<file path="config.mk">
export PLATFORM = sky130hd
export DESIGN_NAME = regfile_sb_flat
export DESIGN_NICKNAME = d
export VERILOG_FILES = /design/src/rtl/regfile_sb_if.sv /design/src/rtl/regfile_sb.sv /design/src/flat_wrapper.sv
export SDC_FILE = /design/constraint.sdc
export NUM_CORES = 1
export LEC_CHECK = 0
export CAP_MARGIN = 15
export CORE_UTILIZATION = 58
export CTS_BUF_LIST = sky130_fd_sc_hd__clkbuf_2
export DETAILED_ROUTE_END_ITERATION = 6
export PLACE_DENSITY = 0.81
export SETUP_SLACK_MARGIN = 0.02
export SLEW_MARGIN = 20
export SYNTH_ARGS = -nofsm -noshare
export SYNTH_HDL_FRONTEND = slang
export SYNTH_SLANG_ARGS = --single-unit
export TNS_END_PERCENT = 20
</file>
<file path="constraint.sdc">
create_clock -name clk -period 7.9 [get_ports clk]
set_clock_uncertainty 0.05 [all_clocks]
set_input_delay 1.58 -clock clk [delete_from_list [all_inputs] [get_ports clk]]
set_output_delay 1.58 -clock clk [all_outputs]
set_load 0.05 [all_outputs]
</file>
<file path="src/rtl/regfile_sb_if.sv">
// Register-file bus: two read ports with busy flags, one write port, reserve request, pending count.
interface regfile_sb_if #(
  parameter int unsigned DATA_W = 16,
  parameter int unsigned ADDR_W = 4
);
  logic [ADDR_W-1:0] Aaddr;
  logic [ADDR_W-1:0] Baddr;
  logic [DATA_W-1:0] A;
  logic [DATA_W-1:0] B;
  logic              a_busy;
  logic              b_busy;
  logic [ADDR_W-1:0] Caddr;
  logic [DATA_W-1:0] C;
  logic              load;
  logic              rsv;
  logic [ADDR_W-1:0] rsv_addr;
  logic [ADDR_W:0]   pend_cnt;

  modport master (
    output Aaddr, Baddr, Caddr, C, load, rsv, rsv_addr,
    input  A, B, a_busy, b_busy, pend_cnt
  );

  modport slave (
    input  Aaddr, Baddr, Caddr, C, load, rsv, rsv_addr,
    output A, B, a_busy, b_busy, pend_cnt
  );
endinterface

</file>
<file path="src/rtl/regfile_sb.sv">
// 2R/1W register file with pending-write scoreboard.
// Optional write-to-read forwarding enabled by defining REGFILE_BYPASS_EN.
module regfile_sb #(
  parameter int unsigned DATA_W   = 16,
  parameter int unsigned ADDR_W   = 4,
  parameter int unsigned ZERO_REG = 1
) (
  input  logic         clk,
  input  logic         clr_n,
  regfile_sb_if.slave  bus
);
  localparam int unsigned DEPTH = 2**ADDR_W;

  logic [DATA_W-1:0] regs_q [DEPTH];
  logic [DEPTH-1:0]  pend_q, pend_d;
  logic [ADDR_W:0]   cnt_q, cnt_d;
  logic              wr_en, rsv_en, cnt_inc, cnt_dec;

  assign wr_en  = bus.load && !((ZERO_REG != 0) && (bus.Caddr == '0));
  assign rsv_en = bus.rsv  && !((ZERO_REG != 0) && (bus.rsv_addr == '0));

  always_comb begin
    pend_d = pend_q;
    if (bus.load) pend_d[bus.Caddr] = 1'b0;
    if (rsv_en)   pend_d[bus.rsv_addr] = 1'b1;
  end

  // Release only counts if the same edge does not re-reserve the register.
  always_comb begin
    cnt_inc = rsv_en && !pend_q[bus.rsv_addr];
    cnt_dec = bus.load && pend_q[bus.Caddr] && !(rsv_en && (bus.rsv_addr == bus.Caddr));
    cnt_d   = cnt_q + {{ADDR_W{1'b0}}, cnt_inc} - {{ADDR_W{1'b0}}, cnt_dec};
  end

  always_ff @(posedge clk or negedge clr_n) begin
    if (!clr_n) begin
      for (int unsigned i = 0; i < DEPTH; i++) regs_q[i] <= '0;
      pend_q <= '0;
      cnt_q  <= '0;
    end else begin
      if (wr_en) regs_q[bus.Caddr] <= bus.C;
      pend_q <= pend_d;
      cnt_q  <= cnt_d;
    end
  end

  always_comb begin
    bus.A      = regs_q[bus.Aaddr];
    bus.a_busy = pend_q[bus.Aaddr];
    if ((ZERO_REG != 0) && (bus.Aaddr == '0)) bus.A = '0;
`ifdef REGFILE_BYPASS_EN
    if (wr_en && (bus.Caddr == bus.Aaddr)) begin
      bus.A      = bus.C;
      bus.a_busy = 1'b0;
    end
`endif
  end

  always_comb begin
    bus.B      = regs_q[bus.Baddr];
    bus.b_busy = pend_q[bus.Baddr];
    if ((ZERO_REG != 0) && (bus.Baddr == '0)) bus.B = '0;
`ifdef REGFILE_BYPASS_EN
    if (wr_en && (bus.Caddr == bus.Baddr)) begin
      bus.B      = bus.C;
      bus.b_busy = 1'b0;
    end
`endif
  end

  assign bus.pend_cnt = cnt_q;
endmodule

</file>
<file path="src/flat_wrapper.sv">
// flat-port wrapper written by rule: the top's interface ports become plain ports
module regfile_sb_flat 
#(
  parameter int unsigned DATA_W   = 16,
  parameter int unsigned ADDR_W   = 4,
  parameter int unsigned ZERO_REG = 1
)
  (clk, clr_n, bus_Aaddr, bus_Baddr, bus_Caddr, bus_C, bus_load, bus_rsv, bus_rsv_addr, bus_A, bus_B, bus_a_busy, bus_b_busy, bus_pend_cnt);
  regfile_sb_if #(.DATA_W(DATA_W), .ADDR_W(ADDR_W)) bus_i ();
  input  logic clk;
  input  logic clr_n;
  input wire logic [$bits(bus_i.Aaddr)-1:0] bus_Aaddr;
  input wire logic [$bits(bus_i.Baddr)-1:0] bus_Baddr;
  input wire logic [$bits(bus_i.Caddr)-1:0] bus_Caddr;
  input wire logic [$bits(bus_i.C)-1:0] bus_C;
  input wire logic [$bits(bus_i.load)-1:0] bus_load;
  input wire logic [$bits(bus_i.rsv)-1:0] bus_rsv;
  input wire logic [$bits(bus_i.rsv_addr)-1:0] bus_rsv_addr;
  output wire logic [$bits(bus_i.A)-1:0] bus_A;
  output wire logic [$bits(bus_i.B)-1:0] bus_B;
  output wire logic [$bits(bus_i.a_busy)-1:0] bus_a_busy;
  output wire logic [$bits(bus_i.b_busy)-1:0] bus_b_busy;
  output wire logic [$bits(bus_i.pend_cnt)-1:0] bus_pend_cnt;
  assign bus_i.Aaddr = bus_Aaddr;
  assign bus_i.Baddr = bus_Baddr;
  assign bus_i.Caddr = bus_Caddr;
  assign bus_i.C = bus_C;
  assign bus_i.load = bus_load;
  assign bus_i.rsv = bus_rsv;
  assign bus_i.rsv_addr = bus_rsv_addr;
  assign bus_A = bus_i.A;
  assign bus_B = bus_i.B;
  assign bus_a_busy = bus_i.a_busy;
  assign bus_b_busy = bus_i.b_busy;
  assign bus_pend_cnt = bus_i.pend_cnt;
  regfile_sb #(.DATA_W(DATA_W), .ADDR_W(ADDR_W), .ZERO_REG(ZERO_REG)) u_core (.clk(clk), .clr_n(clr_n), .bus(bus_i));
endmodule
</file>
==> results of run 1 <==
-- per-stage QoR --
stage          instances  hold slack (ns)  utilization, %  area, um^2  setup slack [ns]
2_1_floorplan       1089            0.391               -       15300              2.67
3_3_place_gp        1415            0.326            61.7       16000              1.37
3_5_place_dp        1415            0.335            61.7       16000              1.38
4_1_cts             1528            0.355            63.8       16600              1.36
5_1_grt             1530            0.368            63.9       16600              1.18
6_report            1531            0.353            63.9       16600              1.22
-- sequential cells by signal (all words and copies together), names as in the netlist --
signal and count:
u_core.pend_q 16, u_core.bus.pend_cnt 5, u_core.regs_q 256
-- per-layer routing --
metal / up-vias / wire length (um)
li1: 4334 / -
met1: 5440 / 16000
met2: 514 / 19500
met3: 107 / 3130
met4: 0 / 1310
met5: - / 0
-- power breakdown --
| group | internal [uW] | switching, uW | total [uW] |
|---|---|---|---|
| Sequential | 1740 | 247 | 1980 |
| Clock | 325 | 578 | 903 |
| Combinational | 668 | 587 | 1250 |
-- cell type report --
class | instances | area [um^2] | area share [%]
diodes | 2 | 5.00 | 0.0301
inverters | 18 | 67.6 | 0.407
repair buffers | 106 | 1000 | 6.04
clock buffers | 96 | 480 | 2.89
flip-flops and latches | 277 | 6930 | 41.7
multi-input cells | 680 | 7640 | 46.0
well taps | 335 | 419 | 2.52
clock inverters | 17 | 68.8 | 0.414
-- worst max-delay path, delay by kind of cell --
family          cells  cell delay (ns)
compound gates      2             0.43
buf+inv             3             2.40
simple gates        2             0.62
-- path summary, 6_finish.rpt --
| kind | slack [ns] | end | startpoint |
|---|---|---|---|
| setup / recovery | 1.22 | bus_A[5] | bus_Aaddr[2] |
| hold / removal | 0.35 | u_core.regs_q[241] | u_core.regs_q[241] |
| setup reg to reg | 5.01 | u_core.bus.pend_cnt[4] | u_core.pend_q[9] |
| hold reg to reg | 0.35 | u_core.regs_q[241] | u_core.regs_q[241] |
| max in group asynchronous | 5.62 | u_core.regs_q[117] | clr_n |
| min in group asynchronous | 0.60 | u_core.regs_q[217] | clr_n |
-- cells in the mapped netlist, types with 2 or more instances --
cell      instances  area [um^2]
and2_1            2         12.5
nor2_1            5         18.8
dfrtp_1         277         6930
mux2_2          231         2600
nand2b_1          8         50.1
mux2i_1          71          711
a32oi_1          13          114
a21oi_1          45          225
and3_1            2         12.5
clkbuf_1         52          195
clkinv_1          2         7.51
o21ai_0          27          135
o221ai_1          7         61.3
buf_6            16          180
nand3b_2          2         22.5
o21bai_1          3         22.5
nor3_1            5         25.0
nand3b_1          2         15.0
a32o_1            4         40.0
ha_1              5         62.6
nor2b_1           5         31.3
o31ai_1           2         15.0
xnor2_1           6         52.6
mux4_2          112         2520
nand4_1           8         50.1
a21o_1            2         15.0
buf_2            18         90.1
a221oi_1         24          210
nor2_2           10         62.6
nand2_1          42          158
inv_1            16         60.1
a211oi_1         16          120
buf_1             3         11.3
buf_4            25          188
mux2_4            9          135
-- layout by cell type, fill, tap and decap left out, drive strengths merged, types with 16 or more instances in the layout --
cell	n
a211oi	16
a21oi	45
a221oi	25
buf	37
clkbuf	96
clkdlybuf4s50	69
dfrtp	277
inv	20
mux2	240
mux2i	71
mux4	112
nand2	42
o21ai	27
-- cell families after synthesis --
group                      count (synthesis)  share of synthesized area [%]
xor gates and xnor gates                   7                          0.401
and+or+nand+nor                           96                           3.31
adders and majority gates                  6                          0.540
AOI/OAI and AO/OA                        148                           6.59
buffers and inverters                    132                           4.79
muxes                                    423                           39.0
DFF                                      277                           45.3
==> results_dict.tcl, run 1 <==
set metrics [dict create \
    cp_common_cell "clkdlybuf4s50_1" \
    clk_pin_slew_ns 0.09 \
    p_leak_uw 0.00707 \
    cpPeakStageDelay_ns 1.14 \
    wirelength_mm 39.9 \
    synth-seq-cells 277 \
    hold_path_depth 0 \
    p_total_uw 4140 \
    path_cells "clkdlybuf4s50_1 -> nor3_1 -> nor2_2 -> buf_4 -> a211oi_1 -> a21oi_1 -> clkdlybuf4s50_1" \
    post_cts_buffers 0 \
    numCtsBuffers 72 \
    synth-edff-count 0 \
    yosysSeqAreaShare_pct 45.3 \
    hold_path.class "flip-flop to flip-flop" \
    fp.dieArea_um2 27000 \
    status "finished, final reports clean" \
    chipWidth_um 164 \
    antenna_found_initial 1 \
    route.detailed.drc 0 \
    nets 1197 \
    reg2reg_depth 11 \
    fin_crit_ns 6.68 \
    met3_usage_pct 6.55 \
    dr.pass1.iters 5 \
    clk_latency_ns 0.83 \
    cts_resized 0 \
    setup_tns_ns 0 \
    timing.fmax_ghz 0.150 \
    worstPathArrival_ns 5.05 \
    critPathKind "input pin to output port" \
    fillerInstances 2008 \
    placementRows 59 \
    syn_avg_cell_area_um2 14.0 \
    slew_headroom_pct 24.1 \
    endpoint_kind "output port" \
    grt_use_met2_pct 49.7 \
    drt_iter0_drc 937 \
    met1_usage_pct 40.8 \
    clock_path_buffers 3 \
    via_per_inst 6.79 \
    ys_types 47 \
    hold_violations 0 \
    area_growth_pct 8.67 \
    wire_per_inst_um 26.1 \
    drv_slew 0 \
    synth.net_count 1131 \
    synth_flop_cell "dfrtp_1" \
    start_util_pct 58.8 \
    h-tree-depth 3 \
    clock-sinks 277 \
    num_vias 10395 \
    grt_max_degree 137 \
    rsz0062_at_grt "false" \
    cp.required_ns 6.27 \
    io_buffers 74 \
    async_flop_share_pct 100 \
    postRouteAntennaNets 0 \
    max_cap_violations 0 \
    core-area_um2 26000 \
    dp_hpwl_mm 24.2 \
    synthesis.area_um2 15300 \
    grt_pass1_wl_mm 61.6 \
    timing.final.crit_share_pct 84.5 \
    grt_usage_pct 30.9 \
    cp_max_fo 17 \
    gr-total-overflow 0 \
    drive_above_1_share_pct 42.8 \
    busiest_layer "met2" \
    worst_slew_pin_slew_ns 1.14 \
    postSynthCellCount 1089 \
    io_pins 75 \
    synth_warnings 0 \
    grt_pass1_vias 10776 \
    die_y_um 164 \
    critPathSlowestCell "clkdlybuf4s50_1" \
    setup_viol 0 \
    cts-root-buf "clkbuf_2" \
    p_per_area_nw_per_um2 249 \
    worstSetupStartpointType "input pin" \
    postCtsHoldBufs 0 \
    ir_drop_uv 214 \
    gp_congestion 0.894 \
    cts_tree "yes" \
]
No activity file was read; power rests on OpenSTA's default activity.
==> inputs of run 2 (changes only) <==
==> constraint.sdc (replaced) <==
create_clock -name clk -period 6.6 [get_ports clk]
set_clock_uncertainty 0.05 [all_clocks]
set_input_delay 1.32 -clock clk [delete_from_list [all_inputs] [get_ports clk]]
set_output_delay 1.32 -clock clk [all_outputs]
set_load 0.05 [all_outputs]
==> run 2 against run 1 <==
Worst setup slack got worse by 0.43 ns. Combinational power increased by 19%. Flip-flop and latch count is the same. Global-route usage shrank 0.73 points. Cell count is 0.39% higher. Sequential share of layout area fell by 0.18 points. Critical path depth unchanged. Via count fell by 1.6%. Sequential power is 20% higher. Non-clock buffer count up 3. Largest cell class unchanged.
==> results_dict.tcl, run 2 (synthesis gave the netlist of run 1 again) <==
set metrics [dict create \
    status "finished, final reports clean" \
    cts_resized 0 \
    critPathSlowestCell "clkdlybuf4s50_1" \
    placementRows 59 \
    num_vias 10232 \
    cp_num_cells 7 \
    worstReg2RegStart "u_core.pend_q[7]" \
    timing.final.crit_share_pct 87.9 \
    fin_crit_ns 5.80 \
    cts_tree "yes" \
    critical_path_buf_inv_count 4 \
    final_cell_count_no_fill 1537 \
    setup_viol 0 \
    rsz0062_at_grt "false" \
    cp.required_ns 5.23 \
    cts-root-buf "clkbuf_2" \
    r2r_setup_slack_ns 3.72 \
    gp_congestion 0.900 \
    wire_per_inst_um 25.3 \
    cp_max_fo 19 \
    post_cts_buffers 0 \
    postCtsHoldBufs 0 \
    io_buffers 74 \
    r2r-end "u_core.bus.pend_cnt[4]" \
    multi_input_area_um2 7640 \
    start_util_pct 58.8 \
    min_from "u_core.regs_q[255]" \
    drive_above_1_share_pct 43.2 \
    chipWidth_um 164 \
    numCtsBuffers 71 \
    path_delay_family "buffers and inverters" \
    via_per_inst 6.66 \
    seq_area_um2 6930 \
    nets 1199 \
    min_to "u_core.regs_q[255]" \
    grt_pass1_wl_mm 60.5 \
    final_cell_mix "dfrtp_1 (277), mux2_2 (231), mux4_2 (112), clkbuf_2 (99), mux2i_1 (71)" \
    grt_max_degree 181 \
    grt_usage_pct 30.2 \
    gr-total-overflow 0 \
    postRouteAntennaNets 0 \
    setup_tns_ns 0 \
    largest_reg_flops 256 \
    wirelength_mm 38.9 \
    drv_slew 0 \
    dr.pass1.iters 7 \
    dp_hpwl_mm 23.7 \
    hold_violations 0 \
    dp.cells 1419 \
    hold_path.class "flip-flop to flip-flop" \
    endpoint_kind "output port" \
    route.detailed.drc 0 \
    h-tree-depth 3 \
    ir_drop_uv 271 \
    reg2reg_depth 11 \
    p_leak_uw 0.00712 \
    grt_pass1_vias 10601 \
    layout_commonest_cell "dfrtp_1" \
    clk_latency_ns 0.82 \
    slew_headroom_pct 26.0 \
    whs_ns 0.352 \
    clock_path_buffers 3 \
    path_cells "clkdlybuf4s50_1 -> buf_4 -> clkinv_1 -> a221oi_1 -> nand2_1 -> a21oi_1 -> clkdlybuf4s50_1" \
    drt_iter0_drc 858 \
    cp_common_cell "clkdlybuf4s50_1" \
    clock-sinks 277 \
    timing.fmax_ghz 0.172 \
    antenna_found_initial 2 \
    hold_path_depth 0 \
    io_pins 75 \
    worst_slew_pin_slew_ns 1.11 \
    p_per_area_nw_per_um2 299 \
    area_growth_pct 9.12 \
    max_cap_violations 0 \
    top_register "u_core.regs_q" \
    core-area_um2 26000 \
    critPathKind "input pin to output port" \
    worstSetupStartpointType "input pin" \
    clk_pin_slew_ns 0.10 \
    die_y_um 164 \
    fillerInstances 1951 \
    worstPathArrival_ns 4.43 \
    fp.dieArea_um2 27000 \
    cpPeakStageDelay_ns 0.86 \
]
[run 2: cell types whose count changed in the layout (fill, tap and decap cells not counted)]
cell	previous run	this run
nand2b_2	1	0
clkinv_1	11	12
clkinv_2	4	3
buf_16	1	0
inv_2	4	3
clkdlybuf4s50_1	69	66
buf_4	32	36
buf_12	1	4
nand2b_1	7	8
clkbuf_2	96	99
bufinv_16	0	1
[run 2: final cells by class]
cell class / instances / area share [%]
multi-input cells: 680 / 45.8
repair buffers: 109 / 6.21
clock buffers: 99 / 2.97
diodes: 2 / 0.0300
flip-flops and latches: 277 / 41.5
clock inverters: 17 / 0.562
inverters: 18 / 0.405
well taps: 335 / 2.51
[run 2: metrics by stage]
| stage | area [um^2] | utilization (%) | setup WS (ns) | total power (uW) |
|---|---|---|---|---|
| 6_report | 16700 | 64.2 | 0.795 | 4990 |
| 3_3_place_gp | 16100 | 61.9 | 0.895 | 3820 |
| 2_1_floorplan | 15300 | - | 1.89 | 3470 |
| 4_1_cts | 16700 | 64.2 | 0.843 | 5020 |
| 5_1_grt | 16700 | 64.2 | 0.691 | 5250 |
| 3_5_place_dp | 16100 | 61.9 | 0.835 | 3890 |
[run 2: worst max path at each step]
stage | startpoint | end
6_report | bus_Baddr[3] | bus_B[15]
3_3_place_gp | bus_Aaddr[2] | bus_A[7]
5_1_grt | bus_Baddr[3] | bus_B[10]
3_5_place_dp | bus_Baddr[3] | bus_B[5]
4_1_cts | bus_Baddr[3] | bus_B[5]
2_1_floorplan | bus_Aaddr[0] | bus_A[13]
[run 2: power by group]
part           switching, uW  internal [uW]  leakage, uW
Sequential               293           2080      0.00342
Clock                    687            438     0.000466
Combinational            696            799      0.00324
[run 2: metal layers]
metal  global-route usage (%)  vias to the layer above  share of wire [%]
met5                        0                        -                  0
met4                     14.3                        0                3.4
met3                     6.58                       98                7.4
met2                     47.7                      458                 48
met1                     40.1                     5323                 41
li1                         -                     4353                  -
